==> src/rtl/leglite_multicycle.sv <==
// leglite_multicycle: multicycle LEGLite core with ready-handshaked fetch and data ports.
// Define LEGLITE_PERF_CNT_EN to add the cycle_count / instr_count performance counters.
module leglite_multicycle #(
    parameter int DATA_WIDTH = 16,
    parameter int ADDR_WIDTH = 16
) (
    input  logic                  clock,
    input  logic                  reset,
    output logic [ADDR_WIDTH-1:0] iaddr,
    output logic                  iread,
    input  logic [15:0]           idata,
    input  logic                  iready,
    output logic [ADDR_WIDTH-1:0] daddr,
    output logic                  dread,
    output logic                  dwrite,
    output logic [DATA_WIDTH-1:0] dwdata,
    input  logic [DATA_WIDTH-1:0] ddata,
    input  logic                  dready,
    output logic [DATA_WIDTH-1:0] alu_out,
    output logic [2:0]            state_out
`ifdef LEGLITE_PERF_CNT_EN
    ,
    output logic [31:0]           cycle_count,
    output logic [31:0]           instr_count
`endif
);
    typedef enum logic [2:0] {
        IDLE   = 3'd0,
        FETCH  = 3'd1,
        DECODE = 3'd2,
        EXEC   = 3'd3,
        MEM    = 3'd4,
        WB     = 3'd5
    } state_t;

    localparam logic [2:0] OP_ADD  = 3'd0;
    localparam logic [2:0] OP_SUB  = 3'd1;
    localparam logic [2:0] OP_AND  = 3'd2;
    localparam logic [2:0] OP_ORR  = 3'd3;
    localparam logic [2:0] OP_LDUR = 3'd5;
    localparam logic [2:0] OP_STUR = 3'd6;
    localparam logic [2:0] OP_CBZ  = 3'd7;

    state_t                state, state_nxt;
    logic [ADDR_WIDTH-1:0] pc, bpc, imm_a;
    logic [15:0]           ir;
    logic [DATA_WIDTH-1:0] a, b, alu_q, mdr, alu_res, imm_d;
    logic [DATA_WIDTH-1:0] regs [8];
    logic [2:0]            op, rs1, rs2, rd, rb;
    logic signed [6:0]     imm7;
    logic                  is_mem;

    assign op     = ir[15:13];
    assign rs2    = ir[12:10];
    assign imm7   = ir[12:6];
    assign rs1    = ir[5:3];
    assign rd     = ir[2:0];
    assign imm_d  = DATA_WIDTH'(imm7);
    assign imm_a  = ADDR_WIDTH'(imm7);
    assign rb     = (op == OP_STUR || op == OP_CBZ) ? rd : rs2;
    assign is_mem = op == OP_LDUR || op == OP_STUR;

    assign alu_res = (op == OP_ADD) ? a + b :
                     (op == OP_SUB) ? a - b :
                     (op == OP_AND) ? a & b :
                     (op == OP_ORR) ? a | b : a + imm_d;

    // Strobes decode straight from the state register so an async reset drops them at once.
    assign iread     = state == FETCH;
    assign dread     = state == MEM && op == OP_LDUR;
    assign dwrite    = state == MEM && op == OP_STUR;
    assign iaddr     = pc;
    assign dwdata    = b;
    assign alu_out   = alu_q;
    assign state_out = state;

    generate
        if (ADDR_WIDTH <= DATA_WIDTH) begin : g_daddr_trunc
            assign daddr = alu_q[ADDR_WIDTH-1:0];
        end else begin : g_daddr_zext
            assign daddr = {{(ADDR_WIDTH-DATA_WIDTH){1'b0}}, alu_q};
        end
    endgenerate

    // State register.
    always_ff @(posedge clock or posedge reset) begin
        if (reset) state <= IDLE;
        else       state <= state_nxt;
    end

    // Next-state logic: fetch and memory states wait on their ready inputs.
    always_comb begin
        state_nxt = state;
        case (state)
            IDLE:    state_nxt = FETCH;
            FETCH:   state_nxt = iready ? DECODE : FETCH;
            DECODE:  state_nxt = EXEC;
            EXEC:    state_nxt = (op == OP_CBZ) ? FETCH : is_mem ? MEM : WB;
            MEM:     state_nxt = !dready ? MEM : (op == OP_LDUR) ? WB : FETCH;
            WB:      state_nxt = FETCH;
            default: state_nxt = IDLE;
        endcase
    end

    // Datapath latches: IR/PC on fetch, operands on decode, ALU result or branch on exec, MDR on load.
    always_ff @(posedge clock or posedge reset) begin
        if (reset) begin
            pc    <= '0;
            bpc   <= '0;
            ir    <= '0;
            a     <= '0;
            b     <= '0;
            alu_q <= '0;
            mdr   <= '0;
        end else begin
            case (state)
                FETCH: if (iready) begin
                    ir  <= idata;
                    bpc <= pc;
                    pc  <= pc + ADDR_WIDTH'(1);
                end
                DECODE: begin
                    a <= regs[rs1];
                    b <= regs[rb];
                end
                EXEC: if (op == OP_CBZ) begin
                    if (b == '0) pc <= bpc + imm_a;
                end else begin
                    alu_q <= alu_res;
                end
                MEM: if (dready && op == OP_LDUR) mdr <= ddata;
                default: ;
            endcase
        end
    end

    // Register file: eight general registers, written only in WB.
    always_ff @(posedge clock or posedge reset) begin
        if (reset) begin
            for (int i = 0; i < 8; i++) regs[i] <= '0;
        end else if (state == WB) begin
            regs[rd] <= (op == OP_LDUR) ? mdr : alu_q;
        end
    end

`ifdef LEGLITE_PERF_CNT_EN
    logic done;

    assign done = state == WB || (state == MEM && op == OP_STUR && dready) ||
                  (state == EXEC && op == OP_CBZ);

    // Free-running cycle counter and retired-instruction counter.
    always_ff @(posedge clock or posedge reset) begin
        if (reset) begin
            cycle_count <= '0;
            instr_count <= '0;
        end else begin
            cycle_count <= cycle_count + 32'd1;
            if (done) instr_count <= instr_count + 32'd1;
        end
    end
`endif
endmodule

==> config.mk <==
export PLATFORM = sky130hd
export DESIGN_NAME = leglite_multicycle
export DESIGN_NICKNAME = d
export VERILOG_FILES = /design/src/rtl/leglite_multicycle.sv
export SDC_FILE = /design/constraint.sdc
export NUM_CORES = 1
export LEC_CHECK = 0
export ABC_AREA = 1
export BUFFER_PORTS_ARGS = -buffer_cell sky130_fd_sc_hd__buf_2
export CAP_MARGIN = 20
export CELL_PAD_IN_SITES_DETAIL_PLACEMENT = 1
export CELL_PAD_IN_SITES_GLOBAL_PLACEMENT = 1
export CORE_MARGIN = 2
export CORE_UTILIZATION = 25
export DETAILED_ROUTE_END_ITERATION = 8
export PLACE_DENSITY = 0.5
export SLEW_MARGIN = 20
export SYNTH_ARGS = -nofsm -noshare
export SYNTH_HDL_FRONTEND = slang
export SYNTH_SLANG_ARGS = --single-unit
==> constraint.sdc <==
create_clock -name clock -period 6.6 [get_ports clock]
set_input_delay 0 -clock clock [delete_from_list [all_inputs] [get_ports clock]]
set_output_delay 0 -clock clock [all_outputs]
set_load 0.01 [all_outputs]
==> results of run 1 <==
power by group through the flow:
stage               registers [mW]  logic, mW  clock network [mW]
detailed placement            2.74       6.76                   0
CTS                           2.73       6.81                1.93
floorplan                     2.53       4.67                   0
global placement              2.73       6.69                   0
global route                  2.81       7.57                1.99
finish                        2.72       6.75                1.87
state kept, by name, summed over array words and instances (netlist names), 16 cells and up:
register / count
mdr: 16
iaddr: 16
ir: 16
bpc: 16
dwdata: 16
alu_out: 16
a: 16
regs: 128
timing repair:
action / 4_1_cts / 5_1_grt
hold buffers: 35 / 0
resized for setup: 0 / 0
endpoints found under the hold margin: 59 / 0
cell families after synthesis:
| logic type | count (synthesis) |
|---|---|
| multiplexers | 73 |
| buffers and inverters | 360 |
| AND/OR/NAND/NOR | 678 |
| flip-flops | 243 |
| XOR/XNOR | 28 |
| adder cells (fa/ha/maj) | 82 |
| AO/OA/AOI/OAI | 610 |
final timing paths:
path	startpoint	to	slack (ps)	cells past startpoint
setup / recovery	state_out[0]$_DFF_PP0_	iaddr[15]$_DFFE_PP0P_	3440	10
hold / removal	reset	alu_out[10]$_DFFE_PP0P_	150	3
setup reg to reg	state_out[0]$_DFF_PP0_	iaddr[15]$_DFFE_PP0P_	3440	10
hold reg to reg	bpc[4]$_DFFE_PP0P_	bpc[4]$_DFFE_PP0P_	500	2
max in group asynchronous	reset	regs[41]$_DFFE_PP0P_	4610	5
min in group clock	ddata[5]	mdr[5]$_DFFE_PP0P_	210	4
synthesized netlist by cell type, types with 8 or more instances:
cell,number
inv_2,13
o21ai_0,282
dfrtp_1,243
xor2_1,20
o221ai_1,37
o21ai_4,13
o211ai_1,17
nand3_1,82
nand4_1,8
inv_1,229
xnor2_1,8
mux2_2,73
a21oi_1,170
ha_1,78
nor2_1,162
o22ai_1,8
nand2_1,380
clkbuf_1,57
buf_4,23
buf_2,23
nor3_1,14
o21ai_1,50
per-stage QoR:
stage               instances  utilization, %  power, mW  instance area [µm²]
floorplan                2074               -       7.20                16000
CTS                      3023            29.6       11.5                18700
finish                   3024            29.6       11.3                18700
global placement         2928            27.2       9.42                17200
global route             3023            29.6       12.4                18700
detailed placement       2928            27.2       9.50                17200
worst max-delay path: cells and delay by family (launching register included):
family,cells,cell delay [ps]
buf+inv,4,970
simple gates,4,1310
compound gates,2,320
flops,1,410
cells in the final DEF, fill, tap and decap left out, types with 37 or more instances in the layout:
cell and instances:
ha_1 78, o221ai_1 37, inv_1 228, dfrtp_1 241, o21ai_1 50, o21ai_0 282
nand2_1 379, buf_2 105, a21oi_1 170, nand3_1 82, nor2_1 157, mux2_2 73
cell type report:
type	count	share of cell area, %
diodes	1	0.0134
clock buffers	48	5.26
clock inverters	12	0.710
inverters	243	4.90
multi-input cells	1471	45.3
flip-flops and latches	243	32.6
well taps	846	5.66
repair buffers	160	5.56
per-layer routing:
metal | GRT usage (%) | vias up | part of all wire, %
li1 | - | 7096 | -
met1 | 25.7 | 7525 | 46
met2 | 34.7 | 200 | 49
met3 | 2.75 | 70 | 3.1
met4 | 4.72 | 2 | 2.0
met5 | 0 | - | 0.017
==> metrics.md, run 1 <==
| Metric | Value |
|---|---|
| Vias post-DR | `14,900` |
| Vias per cell | `4.92` |
| Routed wire length | `65,500 µm` |
| Remaining antenna violation count | `0` |
| First-pass GRT wire length | `100,000 µm` |
| Clock transition at path regs | `60 ps` |
| Leakage | `8.67 nW` |
| Count of different cell masters after synthesis | `50` |
| Final cycle utilization of the critical path | `47.8%` |
| CTS root buffer | `clkbuf_16` |
| Total GRT Usage | `19.8%` |
| RSZ-0062 raised after global routing | `no` |
| DRC viols | `0` |
| CP required | `7000 ps` |
| Fmax | `317 MHz` |
| Initial Utilization | `25.3%` |
| GP Congestion | `0.848` |
| CTS sink count | `243` |
| IO buf count | `105` |
| First-pass iteration count of the detailed router | `5` |
| Main combinational cell family by area after synthesis | `compound AO/OA/AOI/OAI gates` |
| Sw frac | `52.9%` |
| Setup TNS | `0 ps` |
| Drt wl/cell | `21.7 µm` |
| Cells after Synth | `2,074` |
| P&R area growth vs syn | `16.7%` |
| PwrDens | `607 nW/µm²` |
| Slew Limit Fails | `0` |
| Post-synth top area cell | `dfrtp_1` |
| Final nets | `2,271` |
| Total of max-cap violations | `0` |
| Share of post-route cells with drive strength above 1 | `14.3%` |
| Internal power | `5.34 mW` |
| Crit path DAT | `3560 ps` |
| Initial antenna violation count | `5` |
| Final setup vio count | `0` |
| Storage cell area | `6090 µm²` |
| Flop pwr share | `24.0%` |
| Hold Vio Cnt, Final | `0` |
| Core Footprint | `63,200 µm²` |
| Number of synthesized flops with an enable pin | `0` |
| Multi-input logic area | `8470 µm²` |
| CTS tree | `done` |
| Sw Pwr | `6.00 mW` |
| Synth top area share | `38.0%` |
| Die width | `257 µm` |
| Number of global-route vias before repair | `15,500` |
| Worst path cell trace | `inv_1 > nor3_4 > buf_4 > inv_2 > nor2_1 > nand4_1 > nand2_1 > inv_1 > a31oi_1 > a22oi_1` |
| Number of buffers created by CTS | `34` |
| Yosys Warn Count | `0` |
| Clk pwr share | `16.5%` |
| Simple-gate share of the synthesized area | `17.6%` |
| H-tree levels | `2` |
| Clk_lat worst skew | `560 ps` |
| Hold WC Path Type | `in2async` |
| Hpwl dp | `46,400 µm` |
| Ys flop type | `dfrtp_1` |
| Synth Area in Compound Gates | `21.7%` |
| Post-Syn Area | `16,000 µm²` |
| Type of origin of the critical path | `flip-flop` |
| Synth Area in Adders | `6.60%` |
| Post-synthesis mux area share | `5.14%` |
| XOR/XNOR Fraction of Synth Area | `1.53%` |
| Crit-path max cell delay | `680 ps` |
| Maximum vdd drop | `0.000301 V` |
| Status | `finished, final reports clean` |
| Starting DRT DRC Count | `789` |
| Setup ws final | `3440 ps` |
| Fill cells | `7,599` |
| Net Count, Synth | `2,192` |
| Synthesized flop and latch total | `243` |
| Pre-CTS WS | `3310 ps` |
| Die height | `257 µm` |
| Hold WS | `150 ps` |
| # IOs | `106` |
| Mean area per synthesized cell | `7.72 µm²` |
| Die footprint | `66,100 µm²` |
| Critical Path Most Common Cell | `inv_1` |
| Final Skew | `35.4 ps` |
| Overflow after GRT | `0` |
| Gate power share | `59.6%` |
| Max_slew headroom | `29.4%` |
| Setup bufs post-CTS | `0` |
| Setup CP Type | `reg2reg` |
| CP Capture Type | `flip-flop` |
| Worst Tran Pin Value | `1060 ps` |
| Min cycle time layout | `3160 ps` |
| Row count | `92` |
| Share of flip-flops with an asynchronous set or reset | `100%` |
| Area contributors post-synth | `dfrtp_1 38%, nand2_1 8.9%, o21ai_0 8.8%` |
| Clk buf depth | `3` |
| Largest net degree at the start of global routing | `146` |
| Post-synthesis sequential area ratio | `38.0%` |
| Slowest CP cell | `nand2_1` |
| Crit-path max FO | `26` |
(Power assumes the default switching activity.)
==> run 2: changes to the inputs <==
Settings changed: PLACE_DENSITY 0.5 to 0.48.
Clock period 6.6 ns to 3.03 ns, I/O delays scaled along.
==> run 2 against run 1 <==
Compared with the run above:
- global-route usage up 0.64 points
- count of clock-buffer cells in the layout up 3
- cell count up 0.96%
- register-to-register slack worse by 3200 ps
- sequential cell count unchanged
- first-iteration DRC count up 5.4%
- critical endpoint is now mdr[0]$_DFFE_PP0P_
==> metrics.md, run 2 (synthesis gave the netlist of run 1 again) <==
| Metric | Value |
|---|---|
| Crit-path max FO | `20 (-23%)` |
| Final cycle utilization of the critical path | `93.0% (+45 points)` |
| Vias post-DR | `15,000 (+0.85%)` |
| Die footprint | `66,100 µm² (unchanged)` |
| RSZ-0062 raised after global routing | `no` |
| # IOs | `106 (unchanged)` |
| Setup TNS | `0 ps (unchanged)` |
| First-pass GRT wire length | `102,000 µm (+1.7%)` |
| Status | `finished, final reports clean` |
| Initial Utilization | `25.3% (unchanged)` |
| GP Congestion | `0.860 (+1.4%)` |
| Design Power | `25.2 mW (+120%)` |
| Leakage | `8.81 nW (+1.6%)` |
| Hold WC Path Type | `in2async` |
| Largest Register | `regs` |
| IO buf count | `105 (unchanged)` |
| Number of buffers created by CTS | `34 (unchanged)` |
| Drt wl/cell | `22.3 µm (+2.8%)` |
| Core Footprint | `63,200 µm² (unchanged)` |
| CTS tree | `done` |
| Vias per cell | `4.92 (-0.11%)` |
| Crit path DAT | `3320 ps (-240 ps)` |
| CTS sink count | `243 (unchanged)` |
| Die height | `257 µm (unchanged)` |
| H-tree levels | `2 (unchanged)` |
| CP Capture Type | `flip-flop` |
| Starting DRT DRC Count | `832 (+5.4%)` |
| Final setup vio count | `0 (unchanged)` |
| Total GRT Usage | `20.5% (+0.64 points)` |
| Min cycle time layout | `2820 ps (-341 ps)` |
| Most common cell after layout, fill and taps aside | `nand2_1` |
| Worst Tran Pin Value | `989 ps (-66.7 ps)` |
| Hold Vio Cnt, Final | `0 (unchanged)` |
| Total of max-cap violations | `0 (unchanged)` |
| Initial antenna violation count | `8 (+3)` |
| Final nets | `2,300 (+1.3%)` |
| Largest net degree at the start of global routing | `70 (-52%)` |
| Hpwl dp | `48,300 µm (+4.0%)` |
| Die width | `257 µm (unchanged)` |
| Number of global-route vias before repair | `15,400 (-0.36%)` |
| Most frequent cells in the layout | `379 x nand2_1, 281 x o21ai_0, 239 x dfrtp_1` |
| Routed wire length | `68,000 µm (+3.8%)` |
| DRC viols | `0 (unchanged)` |
| CTS root buffer | `clkbuf_16` |
| Maximum vdd drop | `0.000438 V (+46%)` |
| Hold WS | `173 ps (+23.2 ps)` |
| Setup CP Type | `reg2reg` |
| Clock transition at path regs | `60 ps (about the same)` |
| Type of origin of the critical path | `flip-flop` |
| Max reg flops | `128 (unchanged)` |
| Max_slew headroom | `34.1% (+4.7 points)` |
| Clk buf depth | `3 (unchanged)` |
| CP required | `3530 ps (-3470 ps)` |
| Row count | `92 (unchanged)` |
| Clk_lat worst skew | `560 ps (about the same)` |
| Slew Limit Fails | `0 (unchanged)` |
| Final Skew | `31.1 ps (-4.27 ps)` |
| First-pass iteration count of the detailed router | `5 (unchanged)` |
| P&R area growth vs syn | `18.4%` |
| PwrDens | `1330 nW/µm² (+120%)` |
| Fmax | `355 MHz (+12%)` |
| Overflow after GRT | `0 (unchanged)` |
| Share of post-route cells with drive strength above 1 | `15.3% (+1.0 points)` |
| Remaining antenna violation count | `0 (unchanged)` |
[run 2: repair_timing]
| action | in CTS | in global routing |
|---|---|---|
| buffers inserted | 0 | 0 |
| hold endpoints to repair | 56 | 0 |
| setup endpoints to repair | 1 | 3 |
| gates resized for setup | 1 | 3 |
| gates cloned | 0 | 0 |
| pin swaps | 0 | 0 |
| hold buffers | 39 | 0 |
[run 2: worst max-delay path, cell delays in order, from the launching register on]
cell           delay, ps
dfrtp_1              580
inv_1                160
nor3_4               370
nand2_1              120
nor2_2               470
buf_4                330
nand2_1               90
o21ai_0               80
dlygate4sd3_1        570
[run 2: cell type report]
type	instances	area (µm²)
fillers	7577	44200
flip-flops and latches	243	6090
clock buffers	51	1030
inverters	243	916
repair buffers	189	1350
well taps	846	1060
clock inverters	8	61.3
multi-input cells	1471	8440
diodes	2	5.00
[run 2: final timing paths]
check                                         start                   end  slack [ps]  cells past startpoint
worst max-delay path             ir[15]$_DFFE_PP0P_    mdr[0]$_DFFE_PP0P_         210                      8
worst min-delay path                          reset     ir[8]$_DFFE_PP0P_         170                      3
worst max register to register   ir[15]$_DFFE_PP0P_    mdr[0]$_DFFE_PP0P_         210                      8
worst min register to register  bpc[12]$_DFFE_PP0P_   bpc[12]$_DFFE_PP0P_         490                      2
max in group asynchronous                     reset  regs[34]$_DFFE_PP0P_        1880                      4
min in group clock                         ddata[9]    mdr[9]$_DFFE_PP0P_         190                      4
[run 2: stage by stage]
stage	worst slack, ps	instances	utilization [%]	area (µm²)
6_report	214	3053	30.0	19000
2_1_floorplan	-160	2074	-	16000
5_1_grt	36.6	3051	30.0	18900
3_5_place_dp	-41.5	2953	27.6	17500
4_1_cts	120	3051	30.0	18900
3_3_place_gp	-92.1	2953	27.6	17500
[run 2: metal layers]
layer | routed length, µm | up-vias | track usage [%]
met4 | 2310 | 2 | 7.15
met3 | 2130 | 95 | 2.64
met5 | 13 | - | 0
met1 | 31900 | 7536 | 27.6
li1 | - | 7153 | -
met2 | 31700 | 233 | 33.6
[run 2: report_power, final]
part	internal (mW)	switching, mW
clock	2.35	1.67
combinational	4.91	10.2
sequential	4.54	1.52
total	11.8	13.4
==> run 3: changes to the inputs <==
Settings changed: BUFFER_PORTS_ARGS -buffer_cell sky130_fd_sc_hd__buf_2 to -buffer_cell sky130_fd_sc_hd__buf_4.
==> run 3 against run 2 <==
Compared with the run above:
- critical path depth stayed put
- sequential share of layout area is 0.61 points lower
- critical path type unchanged
- maximum frequency is 0.35% lower
- cell count is 0.13% higher
- global-route usage is 0.074 points higher
==> metrics.md, run 3 (synthesis gave the netlist of run 1 again) <==
| Metric | Value |
|---|---|
| Final cycle utilization of the critical path | `93.3% (+0.32 points)` |
| Fin area | `19,300 µm² (+1.9%)` |
| Remaining antenna violation count | `0 (unchanged)` |
| Vias post-DR | `15,000 (-0.21%)` |
| Non-Filler Instances | `3,057 (+0.13%)` |
| Multi-input logic area | `8450 µm² (about the same)` |
| Final Skew | `31.7 ps (+0.634 ps)` |
| Pre-CTS WS | `97.0 ps (+138 ps)` |
| Slew Limit Fails | `0 (unchanged)` |
| DRC viols | `0 (unchanged)` |
| Row count | `92 (unchanged)` |
| CP Capture Type | `flip-flop` |
| Drt wl/cell | `22.2 µm (-0.26%)` |
| Die height | `257 µm (unchanged)` |
| Fill cells | `7,535 (-0.55%)` |
| Total of max-cap violations | `0 (unchanged)` |
| Leakage | `8.94 nW (+1.5%)` |
| CTS sink count | `243 (unchanged)` |
| Hpwl dp | `48,600 µm (+0.61%)` |
| Critical Path Most Common Cell | `nand2_1` |
| Clk_lat worst skew | `560 ps (about the same)` |
| Worst Tran Pin Value | `982 ps (-7.00 ps)` |
| Min cycle time layout | `2830 ps (+9.82 ps)` |
| CTS tree | `done` |
| Crit-path max cell delay | `590 ps (about the same)` |
| Storage cell area | `6090 µm² (about the same)` |
| Number of buffers created by CTS | `35 (+2.9%)` |
| DP Area | `17,700 µm² (+1.4%)` |
| Setup ws final | `204 ps (-9.82 ps)` |
| Setup TNS | `0 ps (unchanged)` |
| Fmax | `354 MHz (-0.35%)` |
| Max reg flops | `128 (unchanged)` |
| Number of global-route vias before repair | `15,800 (+2.2%)` |
| Hold WC Path Type | `in2async` |
| Starting DRT DRC Count | `727 (-13%)` |
| # IOs | `106 (unchanged)` |
| Top delay family on crit path | `buffers and inverters` |
| Routed wire length | `67,900 µm (-0.13%)` |
| Initial Utilization | `25.3% (unchanged)` |
| Design Power | `25.8 mW (+2.4%)` |
| Type of origin of the critical path | `flip-flop` |
| Most frequent cells in the layout | `379 x nand2_1, 281 x o21ai_0, 240 x dfrtp_1` |
| P&R area growth vs syn | `20.7%` |
| Share of post-route cells with drive strength above 1 | `15.6% (+0.29 points)` |
| Most common cell after layout, fill and taps aside | `nand2_1` |
| Slowest CP cell | `dlygate4sd3_1` |
| RSZ-0062 raised after global routing | `no` |
| CP bufs+invs | `3 (unchanged)` |
| Hold Vio Cnt, Final | `0 (unchanged)` |
| H-tree levels | `2 (unchanged)` |
| Status | `finished, final reports clean` |
| Max_slew headroom | `34.5% (+0.47 points)` |
| Overflow after GRT | `0 (unchanged)` |
| Inst Count DP | `2,955 (+0.068%)` |
| Core Footprint | `63,200 µm² (unchanged)` |
| First-pass GRT wire length | `103,000 µm (+1.2%)` |
| Largest net degree at the start of global routing | `76 (+8.6%)` |
| PwrDens | `1340 nW/µm² (+0.45%)` |
| GP Congestion | `0.888 (+3.3%)` |
| CP required | `3510 ps (-20 ps)` |
| Crit path DAT | `3310 ps (about the same)` |
| Final nets | `2,302 (+0.087%)` |
| Clk buf depth | `3 (unchanged)` |
| Vias per cell | `4.90 (-0.34%)` |
| Total GRT Usage | `20.5% (+0.074 points)` |
| CTS root buffer | `clkbuf_16` |
| Worst path cell trace | `inv_1 > nor3_4 > nand2_1 > nor2_2 > buf_4 > nand2_1 > o21ai_0 > dlygate4sd3_1` |
| Largest Register | `regs` |
| Die footprint | `66,100 µm² (unchanged)` |
| Maximum vdd drop | `0.000573 V (+31%)` |
| Die width | `257 µm (unchanged)` |
| Setup CP Type | `reg2reg` |
| Clock transition at path regs | `60 ps (about the same)` |
| Setup bufs post-CTS | `0 (unchanged)` |
| Final setup vio count | `0 (unchanged)` |
| Crit-path max FO | `20 (unchanged)` |
| Initial antenna violation count | `1 (-7)` |
| First-pass iteration count of the detailed router | `5 (unchanged)` |
| IO buf count | `105 (unchanged)` |
[run 3: cell count changes in the layout (fill, tap and decap cells not counted), sizes merged]
cell,delta
buf,+2
bufinv,+3
clkbuf,-1
clkinv,+1
dlygate4sd3,-1
[run 3: final timing paths]
path                                      from              endpoint  slack [ps]  depth (start not counted)
max in group asynchronous                reset      a[8]$_DFFE_PP0N_        1890                          4
hold reg to reg            bpc[14]$_DFFE_PP0P_   bpc[14]$_DFFE_PP0P_         500                          2
hold / removal                           reset  regs[29]$_DFFE_PP0P_         120                          3
min in group clock                    ddata[8]    mdr[8]$_DFFE_PP0P_         210                          4
setup reg to reg            ir[15]$_DFFE_PP0P_    mdr[5]$_DFFE_PP0P_         200                          8
setup / recovery            ir[15]$_DFFE_PP0P_    mdr[5]$_DFFE_PP0P_         200                          8
[run 3: cell type report]
| class | count | share of cell area [%] |
|---|---|---|
| well taps | 846 | 5.48 |
| flip-flops and latches | 243 | 31.5 |
| clock inverters | 12 | 0.939 |
| repair buffers | 190 | 8.27 |
| diodes | 2 | 0.0259 |
| inverters | 243 | 4.74 |
| multi-input cells | 1471 | 43.7 |
| clock buffers | 50 | 5.29 |
[run 3: metrics by stage]
| stage | hold slack (ps) | utilization, % |
|---|---|---|
| after global placement | 160 | 28.0 |
| after global routing | 130 | 30.6 |
| after CTS | 116 | 30.5 |
| final | 117 | 30.6 |
| after detailed placement | 146 | 28.0 |
| after floorplan | 109 | - |
[run 3: repair_timing]
action	in CTS	in global routing
endpoints found under the hold margin	49	0
gates resized for setup	0	5
setup endpoints to repair	0	4
hold buffers	38	0
[run 3: per-layer routing]
metal  part of all wire (%)  GRT usage (%)
met1                     47           27.8
met2                     47           34.5
met3                    2.9           2.28
met4                    2.6           5.88
met5                      0              0
[run 3: power by group]
part | switching, mW | internal [mW]
sequential | 1.51 | 4.54
combinational | 10.3 | 5.16
clock | 1.71 | 2.62
[run 3: worst min-delay path, stage by stage]
cell	delay [ps]
dlygate4sd3_1	540
buf_4	140
clkinvlp_4	440
